**config.mk**
```make
export PLATFORM = sky130hd
export DESIGN_NAME = vga_scanout
export DESIGN_NICKNAME = d
export VERILOG_FILES = /design/src/rtl/vga_scanout_pkg.sv /design/src/rtl/vga_scanout_timing.sv /design/src/rtl/vga_scanout.sv
export SDC_FILE = /design/constraint.sdc
export NUM_CORES = 1
export LEC_CHECK = 0
export CAP_MARGIN = 5
export CORE_UTILIZATION = 48
export CTS_CLUSTER_SIZE = 25
export DETAILED_ROUTE_END_ITERATION = 10
export PLACE_DENSITY = 0.69
export SYNTH_ARGS = -nofsm -noshare
export SYNTH_HDL_FRONTEND = slang
export SYNTH_HIERARCHICAL = 1
export SYNTH_SLANG_ARGS = --single-unit
export TNS_END_PERCENT = 5
```
**constraint.sdc**
```tcl
create_clock -name clk -period 7.05 [get_ports clk]
set_input_delay 1.41 -clock clk [delete_from_list [all_inputs] [get_ports clk]]
set_output_delay 1.41 -clock clk [all_outputs]
set_load 0.05 [all_outputs]
```
**src/rtl/vga_scanout_pkg.sv**
```systemverilog
// Shared VGA 640x480 timing constants, framebuffer geometry and fetch FSM states.
package vga_scanout_pkg;

  localparam logic [9:0] H_VISIBLE    = 10'd640;
  localparam logic [9:0] H_SYNC_START = 10'd656;
  localparam logic [9:0] H_SYNC_END   = 10'd752;  // first h after sync
  localparam logic [9:0] H_TOTAL      = 10'd800;

  localparam logic [9:0] V_VISIBLE    = 10'd480;
  localparam logic [9:0] V_SYNC_START = 10'd490;
  localparam logic [9:0] V_SYNC_END   = 10'd492;  // first v after sync
  localparam logic [9:0] V_TOTAL      = 10'd525;

  localparam logic [3:0] SCALE_LAST   = 4'd9;     // scale factor 10
  localparam int         FB_W         = 64;
  localparam int         FB_H         = 32;
  localparam int         FB_ROW_BYTES = FB_W / 8;
  localparam int         BAND_LINES   = FB_H * 10;

  typedef enum logic [1:0] {
    F_IDLE,
    F_READ,
    F_CAPTURE
  } fetch_state_e;

endpackage

```
**src/rtl/vga_scanout_timing.sv**
```systemverilog
// Horizontal/vertical counters plus registered sync, active and vblank decode.
module vga_timing
  import vga_scanout_pkg::*;
(
  input  logic       clk_i,
  input  logic       rst_i,
  input  logic       tick_i,
  output logic [9:0] h_o,
  output logic [9:0] v_o,
  output logic       hsync_o,
  output logic       vsync_o,
  output logic       active_o,
  output logic       vblank_o
);

  logic [9:0] h_q, h_d, v_q, v_d;
  logic       hsync_q, vsync_q, active_q, vblank_q;

  always_comb begin
    h_d = h_q + 10'd1;
    v_d = v_q;
    if (h_q == H_TOTAL - 10'd1) begin
      h_d = 10'd0;
      v_d = (v_q == V_TOTAL - 10'd1) ? 10'd0 : v_q + 10'd1;
    end
  end

  // Decode uses the pre-advance position so every output lags by one tick.
  always_ff @(posedge clk_i) begin
    if (rst_i) begin
      h_q      <= '0;
      v_q      <= '0;
      hsync_q  <= 1'b1;
      vsync_q  <= 1'b1;
      active_q <= 1'b0;
      vblank_q <= 1'b0;
    end else if (tick_i) begin
      h_q      <= h_d;
      v_q      <= v_d;
      hsync_q  <= !(h_q >= H_SYNC_START && h_q < H_SYNC_END);
      vsync_q  <= !(v_q >= V_SYNC_START && v_q < V_SYNC_END);
      active_q <= (h_q < H_VISIBLE) && (v_q < V_VISIBLE);
      vblank_q <= (v_q >= V_VISIBLE);
    end
  end

  assign h_o      = h_q;
  assign v_o      = v_q;
  assign hsync_o  = hsync_q;
  assign vsync_o  = vsync_q;
  assign active_o = active_q;
  assign vblank_o = vblank_q;

endmodule

```
**src/rtl/vga_scanout.sv**
```systemverilog
// 64x32 1bpp framebuffer scanout, 10x scaled into a 640x320 band of a 640x480 VGA frame.
module vga_scanout
  import vga_scanout_pkg::*;
#(
  parameter logic [11:0] FB_BASE  = 12'hF00,
  parameter int          Y_OFFSET = 80
) (
  input  logic        clk,
  input  logic        reset,
  input  logic        timer_vga_tick,
  output logic        vga_mem_read,
  output logic [11:0] vga_mem_addr,
  input  logic [7:0]  vga_mem_data,
  output logic        vga_hsync,
  output logic        vga_vsync,
  output logic        vga_pixel,
  output logic        vga_active,
  output logic        vga_vblank
);

  localparam logic [9:0] Y_START = 10'(Y_OFFSET);
  localparam logic [9:0] Y_END   = 10'(Y_OFFSET + BAND_LINES);

  logic [9:0] h, v;

  vga_timing u_timing (
    .clk_i    (clk),
    .rst_i    (reset),
    .tick_i   (timer_vga_tick),
    .h_o      (h),
    .v_o      (v),
    .hsync_o  (vga_hsync),
    .vsync_o  (vga_vsync),
    .active_o (vga_active),
    .vblank_o (vga_vblank)
  );

  logic [3:0]      hsub_q, hsub_d, vsub_q, vsub_d;
  logic [5:0]      fb_x_q, fb_x_d;
  logic [4:0]      fb_y_q, fb_y_d;
  logic            pixel_q, pixel_d;
  logic [7:0][7:0] row_buf_q;

  fetch_state_e state_q, state_d;
  logic [2:0]   idx_q, idx_d;
  logic [4:0]   fetch_row_q, fetch_row_d;
  logic         capture;

  logic [9:0] v_next;
  logic       line_end, next_in_band, in_band, fetch_start;
  logic [4:0] next_row;

  always_comb begin
    line_end     = (h == H_TOTAL - 10'd1);
    v_next       = (v == V_TOTAL - 10'd1) ? 10'd0 : v + 10'd1;
    next_in_band = (v_next >= Y_START) && (v_next < Y_END);
    next_row     = (v_next == Y_START) ? 5'd0 :
                   (vsub_q == SCALE_LAST) ? fb_y_q + 5'd1 : fb_y_q;
    in_band      = (h < H_VISIBLE) && (v >= Y_START) && (v < Y_END);
    fetch_start  = timer_vga_tick && (h == H_VISIBLE - 10'd1) && next_in_band;
  end

  // Mod-10 sub-counters track h/10 and (v-Y_OFFSET)/10; values outside the band are don't-care.
  always_comb begin
    hsub_d  = hsub_q;
    fb_x_d  = fb_x_q;
    vsub_d  = vsub_q;
    fb_y_d  = fb_y_q;
    pixel_d = in_band & row_buf_q[fb_x_q[5:3]][3'd7 - fb_x_q[2:0]];
    if (line_end) begin
      hsub_d = '0;
      fb_x_d = '0;
      if (v_next == Y_START) begin
        vsub_d = '0;
        fb_y_d = '0;
      end else if (vsub_q == SCALE_LAST) begin
        vsub_d = '0;
        fb_y_d = fb_y_q + 5'd1;
      end else begin
        vsub_d = vsub_q + 4'd1;
      end
    end else if (hsub_q == SCALE_LAST) begin
      hsub_d = '0;
      fb_x_d = fb_x_q + 6'd1;
    end else begin
      hsub_d = hsub_q + 4'd1;
    end
  end

  always_comb begin
    state_d      = state_q;
    idx_d        = idx_q;
    fetch_row_d  = fetch_row_q;
    vga_mem_read = 1'b0;
    vga_mem_addr = '0;
    capture      = 1'b0;
    case (state_q)
      F_IDLE: begin
        if (fetch_start) begin
          state_d     = F_READ;
          idx_d       = '0;
          fetch_row_d = next_row;
        end
      end
      F_READ: begin
        vga_mem_read = 1'b1;
        vga_mem_addr = FB_BASE + {4'd0, fetch_row_q, 3'b000} + {9'd0, idx_q};
        state_d      = F_CAPTURE;
      end
      F_CAPTURE: begin
        capture = 1'b1;
        if (idx_q == 3'd7) begin
          state_d = F_IDLE;
        end else begin
          idx_d   = idx_q + 3'd1;
          state_d = F_READ;
        end
      end
      default: state_d = F_IDLE;
    endcase
  end

  always_ff @(posedge clk) begin
    if (reset) begin
      hsub_q      <= '0;
      fb_x_q      <= '0;
      vsub_q      <= '0;
      fb_y_q      <= '0;
      pixel_q     <= 1'b0;
      row_buf_q   <= '0;
      state_q     <= F_IDLE;
      idx_q       <= '0;
      fetch_row_q <= '0;
    end else begin
      state_q     <= state_d;
      idx_q       <= idx_d;
      fetch_row_q <= fetch_row_d;
      if (capture) row_buf_q[idx_q] <= vga_mem_data;
      if (timer_vga_tick) begin
        hsub_q  <= hsub_d;
        fb_x_q  <= fb_x_d;
        vsub_q  <= vsub_d;
        fb_y_q  <= fb_y_d;
        pixel_q <= pixel_d;
      end
    end
  end

  assign vga_pixel = pixel_q;

endmodule

```
==> impl_metrics.py <==
metrics = {
    "outcome": {
        "status": "finished clean",
    },
    "power_and_ir_drop": {
        "vdd_ir_drop_max_v": 0.000227,
        "powerDensity_nw_per_um2": 229,
        "p_leak_nw": 2.55,
        "design_power_total_mw": 1.56,
    },
    "routing": {
        "first_iter_violations": 262,
        "final_antenna_net_count": 0,
        "drt-total-wl_mm": 12.1,
        "first_pass_iters": 5,
        "drc": 0,
        "via_per_inst": 5.36,
        "drt-wirelength-per-cell_um": 14.8,
        "via_count": 4376,
    },
    "critical_path": {
        "arrival_ns": 2.43,
        "crit_fanout": 14,
        "cp-start-kind": "flop",
        "crit_slowest_cell": "clkdlybuf4s50_1",
        "cpPeakStageDelay_ns": 0.80,
        "setup.worst_path.end_class": "primary output",
        "ff2ff_setup_slack_ns": 4.22,
        "reg2reg_depth": 8,
        "crit_type": "reg2out",
        "worst_ep_required_time_ns": 5.64,
        "r2r_start": "u_timing/v_o[1]$_SDFFE_PP0P_",
        "cp_cell_sequence": "nor2b_1 > and2_1 > clkdlybuf4s50_1",
        "r2r-end": "fetch_row_q[0]$_SDFFE_PP0P_",
    },
    "timing": {
        "rsz0062_at_grt": "no",
        "hold_viol_final": 0,
        "setup_viol": 0,
        "maxSlewViolCount": 0,
        "setup_tns_ns": 0,
        "timing.final.crit_share": 0.544,
        "finalCriticalPeriod_ns": 3.84,
        "skew_ns": 0.00588,
        "max_freq_ghz": 0.261,
        "tightest_slew_ns": 1.08,
        "relSlewSlack": 0.277,
    },
    "layout": {
        "final_common_cell": "dfxtp_1",
        "final_util": 0.567,
        "final_cell_mix": "118 x dfxtp_1, 109 x nor2_1, 68 x mux2i_1",
        "syn2layout_area_growth_pct": 14.7,
        "antenna_cells": 0,
        "fin_nets": 661,
        "drive_above_1_share": 0.125,
        "layout.cells.non_filler": 816,
        "final_area_um2": 6830,
    },
    "yosys": {
        "yosys_warnings": 6,
        "synth_nets": 656,
        "synth.avg_cell_area_um2": 9.46,
        "ys_seq_area_frac": 0.396,
        "ys_ff_latch": 118,
        "async_flop_share": 0,
        "yosysUniqueCellTypes": 63,
        "synthFlopType": "dfxtp_1",
        "netlist_area_um2": 5960,
        "synthesis.instances": 630,
        "synth_edf_count": 0,
    },
    "global_routing": {
        "grt_max_degree": 89,
        "antenna_found_initial": 0,
        "grt.total_usage": 0.204,
        "first_global_vias": 4291,
        "grt_pass1_wl_mm": 20.7,
        "gr-total-overflow": 0,
    },
    "cts": {
        "cts_tree": "built",
        "post_cts_buffers": 0,
        "clock-sinks": 118,
        "clk_latency_ns": 0.42,
        "root_buffer": "clkbuf_16",
        "clkTransAtPathRegs_ns": 0.06,
        "cts_buffer_depth": 2,
        "cts_htree_levels": 4,
        "cts_resized": 0,
        "hold_buffers": 0,
        "numCtsBuffers": 17,
    },
    "placement": {
        "placedCellCount": 784,
        "post_dp_cell_area_um2": 6240,
        "place_congestion": 0.779,
        "portBuffers": 28,
        "hpwl_mm": 8.01,
    },
    "floorplanning": {
        "die_h_um": 113,
        "rows": 40,
        "fp.dieArea_um2": 12900,
        "initial_core_util": 0.494,
        "ios": 29,
        "dieWidth_um": 113,
        "core_um2": 12100,
    },
    "hold_path": {
        "hold_class": "reg2reg",
        "hold-path-cell-count": 2,
        "min_from": "fetch_row_q[4]$_SDFFE_PP0P_",
        "hold_end": "fetch_row_q[4]$_SDFFE_PP0P_",
    },
    "job": {
        "maxCapViolations": 0,
    },
}
## metrics by stage
| step | setup slack, ns | hold WS [ns] |
|---|---|---|
| after global placement | 3.48 | 0.435 |
| after CTS | 3.15 | 0.453 |
| final | 3.21 | 0.446 |
| after global routing | 3.03 | 0.469 |
| after floorplan | 4.01 | 0.421 |
| after detailed placement | 3.43 | 0.445 |
## state kept, by name (all words and copies together), names as in the netlist
signal,flops
row_buf_q,64
u_timing/hsync_o,1
fb_y_q,5
idx_q,3
u_timing/h_o,10
fb_x_q,6
vsub_q,4
u_timing/vsync_o,1
state_q,2
hsub_q,4
u_timing/vblank_o,1
u_timing/v_o,10
vga_pixel,1
u_timing/active_o,1
fetch_row_q,5
## cell usage after synthesis, drive strengths merged, types with 2 or more instances
| master | n | area share |
|---|---|---|
| clkbuf | 29 | 0.020 |
| o31ai | 2 | 0.0048 |
| o21ai | 24 | 0.020 |
| dfxtp | 118 | 0.40 |
| nand4 | 17 | 0.019 |
| o32ai | 2 | 0.0029 |
| and2 | 12 | 0.013 |
| ha | 15 | 0.031 |
| or4 | 2 | 0.0032 |
| or3 | 8 | 0.0088 |
| and3 | 3 | 0.0036 |
| or2 | 2 | 0.0021 |
| a31oi | 3 | 0.0032 |
| buf | 17 | 0.018 |
| nor4b | 5 | 0.011 |
| nor3 | 12 | 0.011 |
| a31o | 2 | 0.0029 |
| a211oi | 2 | 0.0025 |
| inv | 13 | 0.0082 |
| a21oi | 20 | 0.019 |
| nor3b | 2 | 0.0025 |
| mux2i | 68 | 0.11 |
| nor2b | 2 | 0.0021 |
| nand3 | 21 | 0.020 |
| xnor2 | 12 | 0.018 |
| nor2 | 109 | 0.069 |
| xor2 | 14 | 0.021 |
| nand2b | 8 | 0.0084 |
| o21a | 2 | 0.0025 |
| nand3b | 5 | 0.0063 |
| and4 | 5 | 0.0078 |
| nand2 | 38 | 0.024 |
| nor4 | 2 | 0.0046 |
| mux4 | 20 | 0.076 |
| nand4b | 3 | 0.0044 |
## worst max-delay path by stage
stage	start	cells past startpoint	end
3_3_place_gp	timer_vga_tick	6	u_timing/v_o[7]$_SDFFE_PP0P_
2_1_floorplan	state_q[0]$_SDFFE_PP0P_	3	vga_mem_addr[0]
4_1_cts	state_q[0]$_SDFFE_PP0P_	3	vga_mem_addr[1]
6_report	state_q[0]$_SDFFE_PP0P_	3	vga_mem_addr[1]
5_1_grt	state_q[0]$_SDFFE_PP0P_	3	vga_mem_addr[1]
3_5_place_dp	timer_vga_tick	6	u_timing/v_o[9]$_SDFFE_PP0P_
## where the power goes
group | switching (mW) | internal, mW
Combinational | 0.0252 | 0.0131
Sequential | 0.00377 | 0.670
Clock | 0.321 | 0.531
## routing by layer
metal / vias up / global-route usage / part of all wire
met5: - / 0 / 0
met4: 0 / 0.0877 / 0.015
met3: 14 / 0.0420 / 0.029
met2: 69 / 0.341 / 0.49
met1: 2066 / 0.256 / 0.46
li1: 2227 / - / -
## cells by family after synthesis
group,count (synthesis),synth area share
adders and majority gates,15,0.0315
xor gates and xnor gates,26,0.0382
and+or+nand+nor,257,0.221
muxes,89,0.192
buffers and inverters,60,0.0483
AOI/OAI and AO/OA,65,0.0727
DFF,118,0.396
## final cells by class
cell class / count / area (um^2)
fillers: 1045 / 5230
multi-input cells: 452 / 3310
flip-flops and latches: 118 / 2360
clock buffers: 18 / 439
repair buffers: 33 / 313
well taps: 168 / 210
clock inverters: 14 / 153
inverters: 13 / 48.8
## worst max-delay path: cells and delay by family, from the launching register on
kind | cells | cell delay [ns]
simple gates | 2 | 0.86
flops | 1 | 0.35
buf+inv | 1 | 0.80
No activity file was read; power rests on OpenSTA's default activity.
